$ cat src/rtl/bcd_to_byte_seq_pkg.sv
// Shared constants and FSM encoding for the sequential BCD-to-binary converter.
// Typed constants keep digit comparisons at their natural 4-bit width.
package bcd_to_byte_seq_pkg;

  localparam int          BCD_DIGIT_W    = 4;
  localparam logic [3:0]  BCD_MAX_DIGIT  = 4'd9;
  localparam logic [3:0]  BCD_ADJ_THRESH = 4'd8;
  localparam logic [3:0]  BCD_ADJ_VAL    = 4'd3;
  localparam logic [7:0]  BYTE_MAX       = 8'hFF;

  typedef enum logic [1:0] {
    IDLE = 2'd0,
    CONV = 2'd1,
    FIN  = 2'd2
  } state_t;

endpackage

$ cat src/rtl/bcd_digit_adjust.sv
// Reverse double-dabble correction for one BCD digit: after a right shift,
// a digit of 8 or more carries a spilled half-ten and is brought back down by 3.
module bcd_digit_adjust
  import bcd_to_byte_seq_pkg::*;
(
  input  logic [3:0] din,
  output logic [3:0] dout
);

  always_comb begin
    dout = din;
    if (din >= BCD_ADJ_THRESH) dout = din - BCD_ADJ_VAL;
  end

endmodule

$ cat src/rtl/bcd_to_byte_seq.sv
// Iterative BCD-to-binary converter: one right shift plus digit correction per clock,
// with a start/busy/done handshake and a byte-saturated copy of the result.
module bcd_to_byte_seq
  import bcd_to_byte_seq_pkg::*;
#(
  parameter int DIGITS = 3,
  parameter int BIN_W  = 10
) (
  input  logic                          clk,
  input  logic                          reset,
  input  logic                          start,
  input  logic [BCD_DIGIT_W*DIGITS-1:0] bcd_in,
  output logic                          busy,
  output logic                          done,
  output logic [BIN_W-1:0]              bin_out,
  output logic [7:0]                    byte_out,
  output logic                          ovf,
  output logic                          err
);

  localparam int BCD_W = BCD_DIGIT_W * DIGITS;
  localparam int SR_W  = BCD_W + BIN_W;
  localparam int CNT_W = $clog2(BIN_W + 1);

  state_t            state, state_nxt;
  logic [SR_W-1:0]   sr, sr_shift, sr_adj;
  logic [CNT_W-1:0]  cnt;
  logic              err_q;
  logic              bad_digit;
  logic              accept;
  logic              last;
  logic [BIN_W-1:0]  bin_nxt;
  logic              ovf_nxt;

  // Busy/done come straight off the state register, so both are glitch-free.
  assign busy   = (state == CONV);
  assign done   = (state == FIN);
  assign accept = start && !busy;
  assign last   = (state == CONV) && (cnt == CNT_W'(BIN_W - 1));

  assign sr_shift = sr >> 1;
  assign sr_adj[BIN_W-1:0] = sr_shift[BIN_W-1:0];

  for (genvar g = 0; g < DIGITS; g++) begin : g_adj
    bcd_digit_adjust u_adj (
      .din  (sr_shift[BIN_W + g*BCD_DIGIT_W +: BCD_DIGIT_W]),
      .dout (sr_adj  [BIN_W + g*BCD_DIGIT_W +: BCD_DIGIT_W])
    );
  end

  always_comb begin
    bad_digit = 1'b0;
    for (int i = 0; i < DIGITS; i++)
      if (bcd_in[i*BCD_DIGIT_W +: BCD_DIGIT_W] > BCD_MAX_DIGIT) bad_digit = 1'b1;
  end

  // Bad input zeroes the result but keeps the same timing as a good one.
  always_comb begin
    bin_nxt = err_q ? '0 : sr_adj[BIN_W-1:0];
    ovf_nxt = |bin_nxt[BIN_W-1:8];
  end

  always_comb begin
    state_nxt = state;
    case (state)
      IDLE:    if (start) state_nxt = CONV;
      CONV:    if (last)  state_nxt = FIN;
      FIN:     state_nxt = start ? CONV : IDLE;
      default: state_nxt = IDLE;
    endcase
  end

  always_ff @(posedge clk) begin
    if (reset) begin
      state    <= IDLE;
      sr       <= '0;
      cnt      <= '0;
      err_q    <= 1'b0;
      bin_out  <= '0;
      byte_out <= '0;
      ovf      <= 1'b0;
      err      <= 1'b0;
    end else begin
      state <= state_nxt;
      if (accept) begin
        sr    <= {bcd_in, {BIN_W{1'b0}}};
        cnt   <= '0;
        err_q <= bad_digit;
      end else if (state == CONV) begin
        sr  <= sr_adj;
        cnt <= cnt + 1'b1;
        if (last) begin
          bin_out  <= bin_nxt;
          ovf      <= ovf_nxt;
          byte_out <= ovf_nxt ? BYTE_MAX : bin_nxt[7:0];
          err      <= err_q;
        end
      end
    end
  end

endmodule

$ cat config.mk
export PLATFORM = sky130hd
export DESIGN_NAME = bcd_to_byte_seq
export DESIGN_NICKNAME = d
export VERILOG_FILES = /design/src/rtl/bcd_to_byte_seq_pkg.sv /design/src/rtl/bcd_digit_adjust.sv /design/src/rtl/bcd_to_byte_seq.sv
export SDC_FILE = /design/constraint.sdc
export NUM_CORES = 1
export LEC_CHECK = 0
export ABC_AREA = 0
export ABC_CLOCK_PERIOD_IN_PS = 1200
export BUFFER_PORTS_ARGS = -buffer_cell sky130_fd_sc_hd__buf_2
export CORE_MARGIN = 2
export CORE_UTILIZATION = 50
export CTS_CLUSTER_SIZE = 16
export DETAILED_ROUTE_END_ITERATION = 8
export GPL_TIMING_DRIVEN = 0
export PLACE_DENSITY = 0.83
export SYNTH_ARGS = -nofsm -noshare
export SYNTH_HDL_FRONTEND = slang
export SYNTH_SLANG_ARGS = --single-unit
$ cat constraint.sdc
create_clock -name clk -period 1.2 [get_ports clk]
set_clock_uncertainty 0.15 [all_clocks]
set_input_delay 0.24 -clock clk [delete_from_list [all_inputs] [get_ports clk]]
set_output_delay 0.24 -clock clk [all_outputs]
set_load 0.005 [all_outputs]
---- After elaboration in Yosys (flattened, before gate mapping) ----
Cells that the tools add are included.
storage, ports and cells
  logic and storage cells ................. 48
  register bits after elaboration ......... 49
  output and inout port bits .............. 22
operators by class
  reduce and logical (&&, ||, !) cells .... 9
  eq/ne operators ......................... 5
  multiplexer cells ....................... 14
  bitwise gates (word level) .............. 1
  order comparisons ....................... 6
  $add $sub $neg .......................... 4
operators by type and width
  operator               count
  $mux W22               2
  $gt A4 B4 Y1 const B   3
  $mux W4                3
  $mux W10               1
  $ge A4 B4 Y1 const B   2
  $mux W8                1
  $sub A4 B2 Y4 const B  2
  $pmux W2 S3            1
  $add A4 B1 Y4 const B  1
  $eq A4 B4 Y1 const B   1
  $ge A3 B4 Y1 const B   1
  $mux W1                4
  $mux W2                2
  $reduce_or A2 Y1       2
  $sub A3 B2 Y4 const B  1
  $reduce_and A3 Y1      1
  $eq A2 B1 Y1 const B   1
  $eq A2 B2 Y1 const B   1
  $logic_and A1 B1 Y1    2
  $logic_not A2 Y1       1
  $ne A2 B1 Y1 const B   1
  $ne A2 B2 Y1 const B   1
  $reduce_and A2 Y1      1
  $reduce_bool A2 Y1     1
  other kinds (2)        2

---- Logic depth before layout (Yosys ltp) ----
  word-level depth ........................ 5
  gate-level depth with buffers ........... 7

---- Modules after synthesis ----
A second synthesis with hierarchy kept.
second synthesis, totals
  cells, all modules ...................... 259
  area total of the unflattened synthesis .. 2,293.4 um2
modules (own cells, without submodules)
  module            cells each  instances  sequential area each (um2)  area an instance (um2)
  bcd_to_byte_seq   226         1          960.9                       2,064.5
  bcd_digit_adjust  11          3          0.0                         76.3

---- Least setup slack after synthesis ----
OpenSTA, ideal clock, no wires.
  path type ............................... register to register
  start point ............................. register cnt[0]
  end point ............................... register byte_out[0]
  slack ................................... -0.114 ns
  arrival ................................. 1.032 ns
  clock period less this slack ............ 1.314 ns
  cell stages (with the launch flop) ...... 5
  buffers on the path ..................... 0
  data required time ...................... 0.917 ns
  setup time .............................. 0.133 ns
  cell sequence ........................... dfxtp_1 -> ha_1 -> nand3b_1 -> nor2_1 -> o21ai_0
between the ends
  word-level cells in the longest chain between the ends .. 3
RTL lines
  element                             line                   source
  from (decl)                         bcd_to_byte_seq.sv:27  logic [CNT_W-1:0] cnt;
  from (signal assigned)              bcd_to_byte_seq.sv:91  cnt <= cnt + 1'b1;
  $eq A4 B4 Y1                        bcd_to_byte_seq.sv:39  assign last = (state == CONV) && (cnt == CNT_W'(BIN_W - 1));
  $logic_and A1 B1 Y1                 bcd_to_byte_seq.sv:39
  $reduce_and A3 Y1 (no source line)  -
  to (signal assigned)                bcd_to_byte_seq.sv:95  byte_out <= ovf_nxt ? BYTE_MAX : bin_nxt[7:0];
  to (decl)                           bcd_to_byte_seq.sv:16  output logic [7:0] byte_out,
No other way between the ends.
A chain may end at the register's enable or synchronous reset.

---- Worst setup path after layout ----
  start point ............................. register state[1]
  end point ............................... output port busy
between the ends
  word-level cells in the longest chain between the ends .. 1
RTL lines
  element                 line                   source
  from (decl)             bcd_to_byte_seq.sv:25  state_t state, state_nxt;
  from (signal assigned)  bcd_to_byte_seq.sv:84  state <= state_nxt;
  $eq A2 B1 Y1            bcd_to_byte_seq.sv:36  assign busy = (state == CONV);
  to (decl)               bcd_to_byte_seq.sv:13  output logic busy,
No other way between the ends.

==> flow_summary.yaml <==
logic_synthesis:
  ys.flop_type: "dfxtp_1"
  synth-compound-area-share_pct: 22.0
  yosysWarnings: 0
  yosys.area_share.adder_pct: 3.41
  synthCells: 242
  synth_top_family_by_area: "compound AO/OA/AOI/OAI gates"
  yosysSeqAreaShare_pct: 43.7
  synth_mux_area_share_pct: 4.55
  syn_area_per_cell_um2: 9.09
  synth-async-reset-ratio_pct: 0
  synthTopCellsByArea: "dfxtp_1 (44%), a21oi_1 (5.7%), o21ai_0 (5.5%), mux2i_1 (4.6%), nand4b_1 (4.0%)"
  synth-xor-area-share_pct: 2.39
  synthSimpleGateAreaFrac_pct: 16.7
  synth-edff-count: 0
  synth.net_count: 263
  syn_area_mm2: 0.00220
  ys_types: 35
  synth_largest_area_cell: "dfxtp_1"
  yosys.area.top_type_share_pct: 43.7
  synth-seq-cells: 48
place:
  dpl-instance-area_mm2: 0.00251
  hpwl_um: 3540
  io_buffers: 34
  dp_cells: 328
  gp_congestion: 0.787
sta:
  rsz0062_at_grt: "true"
  setup_viol: 50
  fmax_mhz: 643
  whs_ps: 78.5
  hold_viol: 0
  min_period_ps: 1560
  finalSetupTns_ps: -11610
  worst_slack_ps: -356
  slew_viol_final: 0
  fin_crit_sh_pct: 130
  relSlewSlack_pct: 60.8
  worst_slew_pin_slew_ps: 588
routing:
  drt_wl_total_um: 8100
  dr.first_iter.drc_count: 146
  num_vias: 2318
  wire_per_inst_um: 22.4
  detail-route-antenna-nets: 0
  drcViolationCount: 0
  vias_per_cell: 6.42
  dr.pass1.iters: 5
power:
  p_leak_nw: 1.33
  ir_worst_vdd_mv: 0.680
  p_per_area_mw_per_mm2: 1060
run:
  drv_cap: 0
setup_path:
  critPathKind: "reg2out"
  crit_fanout: 3
  cp.required_ps: 810
  cp-start-kind: "flop"
  cp-end-kind: "primary output"
  cp.arrival_ps: 1170
cells_and_area:
  antenna_cells: 0
  nets: 329
  synthToLayoutAreaGrowth_pct: 52.2
  drive_gt1_share_pct: 57.3
  final_cell_count_no_fill: 361
  final_cell_area_mm2: 0.00335
global_routing:
  use_met2_pct: 51.5
  grt_pass1_wl_um: 11700
  grt.met3_usage_pct: 8.95
  grt.busiest_layer: "met2"
  grt.met1_usage_pct: 36.1
  antenna_found_initial: 0
  grt_use_total_pct: 31.4
  first_global_vias: 2232
  grt_max_degree: 17
  overflow: 0
clocking:
  tritoncts: "yes"
  cts_buffer_depth: 2
  clock_latency_ps: 320
  cts_sinks: 48
  clk_pin_slew_ps: 100
  cts_inserted_buffers: 5
  cts_hold_buf: 0
  cts-root-buf: "clkbuf_8"
  htree_num_levels: 2
floorplan:
  die_h_um: 70.3
  num_rows: 24
  core-area_mm2: 0.00429
  start_util_pct: 51.2
  die_w_um: 70.3
  dieArea_mm2: 0.00495
  boundaryPins: 37
status:
  violations: "setup timing"
  status: "complete, but fails checks"
worst_hold_path:
  hold_path_class: "in2reg"
==> repair_timing <==
| item | 4_1_cts | 5_1_grt |
|---|---|---|
| buffers inserted | 14 | 5 |
| cloned | 8 | 2 |
| pin swaps | 26 | 16 |
| endpoints found under the setup margin | 50 | 62 |
| resized for setup | 81 | 55 |
==> registers in the layout, summed over array words and instances, names as in the netlist <==
name and flops:
cnt 4, ovf 1, sr 21, bin_out 10
err_q 1, err 1, byte_out 8, state 2
==> metrics by stage <==
step / util (%) / power (mW) / worst slack, ps
after global placement: 58.5 / 2.15 / -327
after CTS: 72.8 / 3.41 / -342
after detailed placement: 58.5 / 2.16 / -310
after floorplan: - / 2.05 / -54.1
after global routing: 78.0 / 3.65 / -378
final: 78.0 / 3.56 / -356
==> metal layers <==
layer	up-vias	share of wire, %
li1	1004	-
met2	148	48
met3	52	8.8
met5	-	0
met4	0	6.3
met1	1114	37
==> cells in the final DEF (no fill, tap or decap), types with 3 or more instances in the layout <==
master and count:
clkbuf_8 5, buf_8 8, dfxtp_2 18, nand2_2 4
nand4b_1 10, nand2b_1 9, a211oi_2 10, buf_16 3
o21ai_2 13, a21oi_1 10, buf_4 10, mux2i_1 10
a21oi_2 14, nand2_1 18, nor2_2 5, nor2_4 6
dfxtp_1 28, o2111ai_2 3, ha_1 5, xor2_1 3
buf_12 3, nor2b_1 4, o21ai_0 3, inv_2 3
o21ai_1 8, o2111ai_1 5, buf_2 34, buf_6 15
==> synth_stat cells, types with 4 or more instances <==
master,instances
buf_2,10
ha_1,6
nor2b_1,4
nand2b_1,10
a211oi_1,8
nand4b_1,10
o2111ai_1,8
o21ai_0,24
mux2i_1,10
buf_6,4
nand2_1,22
dfxtp_1,48
buf_4,4
a21oi_1,25
nor2_1,11
inv_1,5
==> power by group <==
group | internal, mW | switching (mW) | total, mW
registers | 1.64 | 0.0694 | 1.71
clock network | 0.415 | 0.599 | 1.01
logic | 0.411 | 0.422 | 0.833
total | 2.47 | 1.09 | 3.56
==> cells by family (layout without fill, tap and decap cells) <==
group / after synthesis / count (layout)
AND/OR/NAND/NOR: 68 / 69
adder cells (fa/ha/maj): 6 / 6
XOR/XNOR: 6 / 6
buffers and inverters: 27 / 93
flip-flops: 48 / 48
AO/OA/AOI/OAI: 77 / 77
multiplexers: 10 / 10
==> layout make-up <==
cell class | instances | area, um^2
fill | 237 | 946
inverter | 6 | 25.0
buffer | 19 | 208
clock inverter | 3 | 22.5
sequential | 48 | 991
tap | 52 | 65.1
clock buffer | 5 | 68.8
timing repair buffer | 60 | 564
multi-input combinational | 168 | 1400
==> worst paths after layout <==
check	from	endpoint	slack [ps]	cells after the start
max	state[1]	busy	-360	5
min	bcd_in[2]	sr[12]	80	3
max reg2reg	cnt[1]	byte_out[0]	-310	6
min reg2reg	bin_out[8]	bin_out[8]	310	2
==> critical path, cell delays in order (launching register included) <==
cell      delay, ps
dfxtp_2         340
nand2b_4        140
inv_4            40
buf_8           110
buf_8           110
buf_6           100
No activity file was read; power rests on OpenSTA's default activity.
